### src/rtl/obi_arb_pkg.sv
// Shared types and helpers for the OBI round-robin memory arbiter.
package obi_arb_pkg;

    typedef enum logic [0:0] {
        ARB_RR    = 1'b0,
        ARB_FIXED = 1'b1
    } arb_mode_e;

    // A single-port ID still needs one bit of storage.
    function automatic int id_width(input int num_ports);
        return (num_ports > 1) ? $clog2(num_ports) : 1;
    endfunction

endpackage

### src/rtl/obi_arb_id_fifo.sv
// In-order FIFO of granted port IDs; the head names the master owed the next response.
module obi_arb_id_fifo
    import obi_arb_pkg::*;
#(
    parameter int DEPTH    = 4,
    parameter int ID_WIDTH = 2
) (
    input  logic                  clk,
    input  logic                  rst,
    input  logic                  push,
    input  logic [ID_WIDTH-1:0]   push_id,
    input  logic                  pop,
    output logic [ID_WIDTH-1:0]   head,
    output logic                  full,
    output logic                  empty,
    output logic [$clog2(DEPTH):0] count
);

    localparam int PtrW = (DEPTH > 1) ? $clog2(DEPTH) : 1;
    localparam int CntW = $clog2(DEPTH) + 1;

    logic [ID_WIDTH-1:0] mem [DEPTH];
    logic [PtrW-1:0]     wr_ptr;
    logic [PtrW-1:0]     rd_ptr;
    logic                do_push;
    logic                do_pop;

    function automatic logic [PtrW-1:0] bump(input logic [PtrW-1:0] p);
        return (p == PtrW'(DEPTH - 1)) ? '0 : p + 1'b1;
    endfunction

    assign full    = (count == CntW'(DEPTH));
    assign empty   = (count == '0);
    assign head    = mem[rd_ptr];
    assign do_pop  = pop & ~empty;
    // When full, the slot being popped this cycle is the one the push overwrites.
    assign do_push = push & (~full | do_pop);

    always_ff @(posedge clk) begin
        if (do_push) begin
            mem[wr_ptr] <= push_id;
        end
    end

    always_ff @(posedge clk) begin
        if (rst) begin
            wr_ptr <= '0;
            rd_ptr <= '0;
            count  <= '0;
        end else begin
            if (do_push) begin
                wr_ptr <= bump(wr_ptr);
            end
            if (do_pop) begin
                rd_ptr <= bump(rd_ptr);
            end
            if (do_push && !do_pop) begin
                count <= count + 1'b1;
            end else if (!do_push && do_pop) begin
                count <= count - 1'b1;
            end
        end
    end

endmodule

### src/rtl/obi_rr_mem_arbiter.sv
// N-master to 1-slave OBI arbiter with round-robin or fixed priority and in-order response routing.
module obi_rr_mem_arbiter #(
    parameter int NUM_PORTS       = 3,
    parameter int ADDR_WIDTH      = 32,
    parameter int DATA_WIDTH      = 32,
    parameter int MAX_OUTSTANDING = 4,
    parameter int ARB_MODE        = 0
) (
    input  logic                               clk_i,
    input  logic                               rst_i,
    input  logic [NUM_PORTS-1:0]               s_req_i,
    input  logic [NUM_PORTS*ADDR_WIDTH-1:0]    s_addr_i,
    input  logic [NUM_PORTS-1:0]               s_we_i,
    input  logic [NUM_PORTS*DATA_WIDTH/8-1:0]  s_be_i,
    input  logic [NUM_PORTS*DATA_WIDTH-1:0]    s_wdata_i,
    output logic [NUM_PORTS-1:0]               s_gnt_o,
    output logic [NUM_PORTS-1:0]               s_rvalid_o,
    output logic [DATA_WIDTH-1:0]              s_rdata_o,
    output logic [NUM_PORTS-1:0]               s_err_o,
    output logic                               m_req_o,
    output logic [ADDR_WIDTH-1:0]              m_addr_o,
    output logic                               m_we_o,
    output logic [DATA_WIDTH/8-1:0]            m_be_o,
    output logic [DATA_WIDTH-1:0]              m_wdata_o,
    input  logic                               m_gnt_i,
    input  logic                               m_rvalid_i,
    input  logic [DATA_WIDTH-1:0]              m_rdata_i,
    input  logic                               m_err_i,
    output logic [$clog2(MAX_OUTSTANDING):0]   outstanding_o,
    output logic                               unexp_rsp_o
);
    import obi_arb_pkg::*;

    localparam int IdW       = id_width(NUM_PORTS);
    localparam int BeW       = DATA_WIDTH / 8;
    localparam bit FixedMode = (ARB_MODE == int'(ARB_FIXED));

    // OBI: a transfer happens on a cycle where req and gnt are both high; the master keeps
    // req and payload stable until then. rvalid is a single-cycle response, never back-pressured.
    logic [IdW-1:0] rr_ptr;
    logic [IdW-1:0] lock_id;
    logic           locked;
    logic [IdW-1:0] pick;
    logic [IdW-1:0] idx;
    logic           found;
    logic [IdW-1:0] sel;
    logic           hs;
    logic           rsp_ok;
    logic [IdW-1:0] fifo_head;
    logic           fifo_full;
    logic           fifo_empty;

    always_comb begin
        pick  = '0;
        found = 1'b0;
        idx   = '0;
        for (int k = 0; k < NUM_PORTS; k++) begin
            if (FixedMode) begin
                idx = IdW'(k);
            end else begin
                idx = IdW'((int'(rr_ptr) + k) % NUM_PORTS);
            end
            if (!found && s_req_i[idx]) begin
                pick  = idx;
                found = 1'b1;
            end
        end
    end

    // A stalled request keeps its master even if a higher-priority one shows up.
    assign sel     = locked ? lock_id : pick;
    assign m_req_o = (|s_req_i) & ~fifo_full;
    assign hs      = m_req_o & m_gnt_i;
    assign rsp_ok  = m_rvalid_i & ~fifo_empty;

    always_comb begin
        m_addr_o  = '0;
        m_we_o    = 1'b0;
        m_be_o    = '0;
        m_wdata_o = '0;
        for (int i = 0; i < NUM_PORTS; i++) begin
            if (m_req_o && sel == IdW'(i)) begin
                m_addr_o  = s_addr_i[i*ADDR_WIDTH +: ADDR_WIDTH];
                m_we_o    = s_we_i[i];
                m_be_o    = s_be_i[i*BeW +: BeW];
                m_wdata_o = s_wdata_i[i*DATA_WIDTH +: DATA_WIDTH];
            end
        end
    end

    assign s_gnt_o    = hs ? (NUM_PORTS'(1) << sel) : '0;
    assign s_rvalid_o = rsp_ok ? (NUM_PORTS'(1) << fifo_head) : '0;
    assign s_err_o    = m_err_i ? s_rvalid_o : '0;
    assign s_rdata_o  = m_rdata_i;

    obi_arb_id_fifo #(
        .DEPTH    (MAX_OUTSTANDING),
        .ID_WIDTH (IdW)
    ) u_id_fifo (
        .clk     (clk_i),
        .rst     (rst_i),
        .push    (hs),
        .push_id (sel),
        .pop     (m_rvalid_i),
        .head    (fifo_head),
        .full    (fifo_full),
        .empty   (fifo_empty),
        .count   (outstanding_o)
    );

    always_ff @(posedge clk_i) begin
        if (rst_i) begin
            rr_ptr      <= '0;
            locked      <= 1'b0;
            lock_id     <= '0;
            unexp_rsp_o <= 1'b0;
        end else begin
            if (m_req_o && !m_gnt_i) begin
                locked  <= 1'b1;
                lock_id <= sel;
            end else if (hs) begin
                locked  <= 1'b0;
            end
            if (hs && !FixedMode) begin
                rr_ptr <= (sel == IdW'(NUM_PORTS - 1)) ? '0 : sel + 1'b1;
            end
            if (m_rvalid_i && fifo_empty) begin
                unexp_rsp_o <= 1'b1;
            end
        end
    end

endmodule

### config.mk
export PLATFORM = sky130hd
export DESIGN_NAME = obi_rr_mem_arbiter
export DESIGN_NICKNAME = d
export VERILOG_FILES = /design/src/rtl/obi_arb_pkg.sv /design/src/rtl/obi_arb_id_fifo.sv /design/src/rtl/obi_rr_mem_arbiter.sv
export SDC_FILE = /design/constraint.sdc
export NUM_CORES = 1
export LEC_CHECK = 0
export CAP_MARGIN = 20
export CORE_AREA = 2 2 139 141
export DETAILED_ROUTE_END_ITERATION = 8
export DIE_AREA = 0 0 141 143
export PLACE_DENSITY_LB_ADDON = 0.05
export SLEW_MARGIN = 20
export SYNTH_ARGS = -nofsm -noshare
export SYNTH_HDL_FRONTEND = slang
export SYNTH_SLANG_ARGS = --single-unit
### constraint.sdc
create_clock -name clk_i -period 6.2 [get_ports clk_i]
set_input_delay 1.24 -clock clk_i [delete_from_list [all_inputs] [get_ports clk_i]]
set_output_delay 1.24 -clock clk_i [all_outputs]
set_load 0.02 [all_outputs]
* Word level (Yosys, flattened, before mapping) *
Memory sizes are Yosys's and may differ from the RTL's. A register that Yosys moved wholly into a read port is not among the register bits.
Cells that the tools add are included.

word-level totals
  flip-flop bits (word level) = 13
  RAM bits = 8
  input bits = 247
  output and inout bits = 115
  logic and storage cells = 92
  memories = 1

cells by class
  $add $sub $neg = 7
  divide/modulo/power cells = 3
  $lt $le $gt $ge = 3
  equality and inequality tests = 5
  shift operators = 2
  multiplexer cells = 38
  bitwise gates (word level) = 7
  reductions and logical operators = 19

memory list
  memory         words  bits a word  rd ports  clocked after Yosys merged registers in  wr ports  RTL line               text
  u_id_fifo.mem  4      2            1         1                                        1         obi_arb_id_fifo.sv:22  logic [ID_WIDTH-1:0] mem [DEPTH];

operators with widths
  cell                   count
  $mux 32                6
  $mod 32x3->32 const B  2
  $mod 3x3->32 const B   1
  $mux 2                 9
  $mux 3                 5
  $mux 1                 12
  $mux 4                 3
  $logic_and 1x1->1      9
  $lt 2x3->1 const B     3
  $add 2x1->2 const B    3
  $bmux 1 s2             3
  $eq 2x2->1 const B     3
  $shl 1x2->3 const A    2
  $logic_not 1->1        5
  $and 1x1->1            4
  $reduce_bool 2->1      2
  $add 2x1->3 const B    1
  $add 2x2->3 const B    1
  $add 3x1->3 const B    1
  $eq 3x3->1 const B     1
  $logic_not 3->1        1
  $reduce_or 3->1        1
  $sub 3x1->3 const B    1
  $eq 2x1->1 const B     1
  3 further kinds        4

* Longest topological paths before layout *
  depth after elaboration = 16
  gate-level depth with buffers = 11
  mapped depth without buffers = 11

* Modules after synthesis *
From an unflattened synthesis, not the netlist that was laid out.

second synthesis, totals
  cell total of the unflattened synthesis = 554
  area, all modules = 4304.1 um^2

modules (own cells, without submodules)
  module              instances  cells each  area each (um^2)  sequential area each (um^2)
  obi_rr_mem_arbiter  1          496         3518.4            120.1
  obi_arb_id_fifo     1          58          785.8             420.4

* Worst setup path after synthesis *
Ideal clock, no wire load.

  path kind = input-to-output
  start point = input s_req_i[2]
  end point = output m_addr_o[21]
  arrival time = 2.678 ns
  required time = 4.960 ns
  slack = 2.282 ns
  cell stages on the path = 7
  path buffers = 2
  path through = nor4bb_1 > nor2_1 > nand2_1 > clkbuf_1 > buf_2 > a222oi_1 > o22ai_1

on the way
  longest elaborated chain between the ends = 15
  elaborated cells on any way between the ends = 27
  those cells by class = 2 x eq/ne; 15 x mux; 1 x bitwise; 9 x reduce/logical

RTL lines
  element                       RTL line                  text
  from (decl)                   obi_rr_mem_arbiter.sv:11  input logic [NUM_PORTS-1:0] s_req_i,
  $bmux 1 s2                    obi_rr_mem_arbiter.sv:63  if (!found && s_req_i[idx]) begin
  $mux 1 (implied by the code)  obi_rr_mem_arbiter.sv:63
  $mux 1                        obi_rr_mem_arbiter.sv:63
  $logic_not 1->1               obi_rr_mem_arbiter.sv:63
  $logic_and 1x1->1             obi_rr_mem_arbiter.sv:63
  $mux 1                        obi_rr_mem_arbiter.sv:63
  $logic_not 1->1               obi_rr_mem_arbiter.sv:63
  $logic_and 1x1->1             obi_rr_mem_arbiter.sv:63
  $mux 2                        obi_rr_mem_arbiter.sv:63
  $mux 2                        obi_rr_mem_arbiter.sv:71  assign sel = locked ? lock_id : pick;
  $logic_not 2->1               obi_rr_mem_arbiter.sv:82  if (m_req_o && sel == IdW'(i)) begin
  $logic_and 1x1->1             obi_rr_mem_arbiter.sv:82
  $mux 32 (2 in a row)          obi_rr_mem_arbiter.sv:82
  $mux 32 (*)                   obi_rr_mem_arbiter.sv:82
  to (decl)                     obi_rr_mem_arbiter.sv:21  output logic [ADDR_WIDTH-1:0] m_addr_o,

Every way passes the cells marked *; elsewhere a longest branch is shown, timed or not. The select of a mux whose other input is x is not followed.

* Worst setup path in the final report *
  start point = input s_req_i[2]
  end point = output m_wdata_o[2]

on the way
  longest elaborated chain between the ends = 15
  elaborated cells on any way between the ends = 27
  those cells by class = 2 x eq/ne; 15 x mux; 1 x bitwise; 9 x reduce/logical

RTL lines
  element                       RTL line                  text
  $bmux 1 s2                    obi_rr_mem_arbiter.sv:63
  $mux 1 (implied by the code)  obi_rr_mem_arbiter.sv:63
  $mux 1                        obi_rr_mem_arbiter.sv:63
  $logic_not 1->1               obi_rr_mem_arbiter.sv:63
  $logic_and 1x1->1             obi_rr_mem_arbiter.sv:63
  $mux 1                        obi_rr_mem_arbiter.sv:63
  $logic_not 1->1               obi_rr_mem_arbiter.sv:63
  $logic_and 1x1->1             obi_rr_mem_arbiter.sv:63
  $mux 2                        obi_rr_mem_arbiter.sv:63
  $mux 2                        obi_rr_mem_arbiter.sv:71
  $logic_not 2->1               obi_rr_mem_arbiter.sv:82
  $logic_and 1x1->1             obi_rr_mem_arbiter.sv:82
  $mux 32 (2 in a row)          obi_rr_mem_arbiter.sv:82
  $mux 32 (*)                   obi_rr_mem_arbiter.sv:82
  to (decl)                     obi_rr_mem_arbiter.sv:24  output logic [DATA_WIDTH-1:0] m_wdata_o,

Marked as above.

==> metrics.yaml <==
status: "finished, final reports clean"
reg2reg_to: "u_id_fifo.count[2]"
ctsHoldBuffers: 0
path_clk_slew_ns: 0.07
final_cell_mix: "clkdlybuf4s50_1, nand2_1, and3_1, and2_1"
root_buffer: "clkbuf_16"
cts_sinks: 23
avgSynthCellArea_um2: 7.08
cts_tree: "done"
cts_resized: 0
p_leak_nw: 2.78
yosys_warnings: 0
synth_edf_count: 8
slew_viol_final: 0
ys_ff_latch: 23
path_max_fanout: 45
drtAntennaViolNets: 0
wire_per_inst_um: 21.3
vias_per_cell: 5.45
first_pass_iters: 8
synth_area_um2: 4010
cap_viol_max_count: 0
rows: 50
total_power_mw: 1.98
min_to: "unexp_rsp_o"
clk_latency_ns: 0.26
r2r-start: "u_id_fifo.count[0]"
drt-initial-drc-count: 564
final_common_cell: "clkdlybuf4s50_1"
crit_path_end_kind: "primary output"
async_reset_ff_frac: 0
tightestPinTransition_ns: 0.664
relSlewSlack: 0.557
routabilityCongestion: 0.877
routed_wirelength_um: 21600
drc: 0
hpwl_um: 15800
worstSetupStartpointType: "input port"
hold_path_depth: 2
final_util: 0.375
synth-main-ff-cell: "dfxtp_1"
drive_gt1_frac: 0.0373
fin_crit_ns: 5.32
grt_pass1_vias: 5343
setup_viol: 0
critPathRequiredTime_ns: 4.96
grt_max_degree: 70
r2r_slack_ns: 3.04
post-cts-setup-buffer-count: 0
fin_crit_sh: 0.859
fmaxAchievable_mhz: 188
rsz0062_at_grt: "false"
arrival_ns: 4.08
grt_pass1_wl_um: 31200
synth.distinct_cells: 39
power_density_nw_per_um2: 284
core_area_um2: 18600
initial_core_util: 0.216
hold_viol: 0
syn_inst: 567
grt_overflow_total: 0
via_count: 5514
path_class: "input port to primary output"
io_pins: 362
die_area_um2: 20200
tns_ns: 0
antenna_found_initial: 1
fp.dieW_um: 141
hold_start: "unexp_rsp_o"
diodes: 0
port_buffers: 297
fin_nets: 1036
fin_skew_ns: 0.00344
area_growth_pct: 73.5
cts.htree.levels: 1
globalRouteTotalUtil: 0.196
ys_seq_area_frac: 0.135
min_path_type: "flip-flop to flip-flop"
reg2reg_depth: 11
vdd_drop_max_v: 0.000129
numCtsBuffers: 3
cts_max_path_buffers: 2
syn_nets: 825
chipHeight_um: 143
## critical path: stages
cell and delay [ns]:
clkdlybuf4s50_1 0.50, nor4bb_1 0.34, nor2_1 0.13, nand2_2 0.48, buf_12 0.31, a222oi_1 0.10, o22ai_1 0.27, clkdlybuf4s50_1 0.67
## per-layer routing
layer / vias up / track usage / share of wire
met1: 2655 / 0.243 / 0.39
met2: 261 / 0.358 / 0.53
met5: - / 0 / 0
met4: 0 / 0.0374 / 0.017
met3: 28 / 0.0342 / 0.067
li1: 2570 / - / -
## worst max path at each step
stage | slack [ns] | depth (start not counted) | from | to
2_1_floorplan | 2.28 | 7 | s_req_i[2] | m_addr_o[21]
3_3_place_gp | 0.96 | 8 | s_req_i[2] | m_wdata_o[2]
3_5_place_dp | 0.93 | 8 | s_req_i[2] | m_wdata_o[2]
4_1_cts | 0.89 | 8 | s_req_i[2] | m_wdata_o[2]
5_1_grt | 0.70 | 8 | s_req_i[2] | m_wdata_o[2]
6_report | 0.88 | 8 | s_req_i[2] | m_wdata_o[2]
## cell usage after synthesis (2+ instances only)
library cell  count  area share
edfxtp_1          8       0.060
inv_1             8      0.0075
nor2_1           15       0.014
nor2b_1           2      0.0031
or3_1             3      0.0047
nand2b_1          2      0.0031
and3_1           73        0.11
a21o_1            2      0.0037
xor2_1            2      0.0044
mux2i_1           5       0.012
o22ai_1          69        0.11
ha_1             10       0.031
clkbuf_1         55       0.051
mux4_2            2       0.011
buf_6             2      0.0056
nor3_1            7      0.0087
buf_4            34       0.064
o21ai_0           2      0.0025
dfxtp_1          15       0.075
or2_1             2      0.0031
a21oi_1           6      0.0075
a211oi_1          2      0.0037
a222oi_1         69        0.17
nor3b_1           2      0.0037
nand2_1          76       0.071
and2_1           73        0.11
buf_2             9       0.011
## power breakdown
group | switching, mW | internal, mW | total [mW]
Sequential | 0.0266 | 0.187 | 0.214
Clock | 0.0577 | 0.0875 | 0.145
Combinational | 0.880 | 0.741 | 1.62
Total | 0.965 | 1.02 | 1.98
## state kept, by name, indices dropped and copies added (netlist names), named ones only
signal            cells
u_id_fifo.mem         8
u_id_fifo.count       3
lock_id               2
rr_ptr                2
u_id_fifo.rd_ptr      2
u_id_fifo.wr_ptr      2
locked                1
unexp_rsp_o           1
## kinds of logic (layout without fill, tap and decap cells)
| family | after synthesis | count (layout) | synth area share |
|---|---|---|---|
| and+or+nand+nor | 258 | 258 | 0.346 |
| AOI/OAI and AO/OA | 156 | 156 | 0.314 |
| buffers and inverters | 110 | 320 | 0.142 |
| DFF | 23 | 23 | 0.135 |
| adders and majority gates | 11 | 11 | 0.0362 |
| muxes | 7 | 7 | 0.0237 |
| xor gates and xnor gates | 2 | 2 | 0.00436 |
## layout make-up
| type | instances | area, µm² |
|---|---|---|
| tap | 234 | 293 |
| fill | 1914 | 11600 |
| timing repair buffer | 308 | 3100 |
| inverter | 8 | 30.0 |
| sequential | 23 | 541 |
| clock buffer | 3 | 75.1 |
| clock inverter | 1 | 7.51 |
| multi-input combinational | 434 | 2920 |
## stage by stage
step                      worst slack (ns)  hold WS, ns  std cells  cell area [µm²]
final                                0.876        0.481       1011             6960
after floorplan                       2.28        0.461        567             4010
after CTS                            0.893        0.493       1011             6960
after global placement               0.958        0.455       1007             6880
after global routing                 0.700        0.518       1011             6960
after detailed placement             0.927        0.476       1007             6880
(Power assumes the default switching activity.)
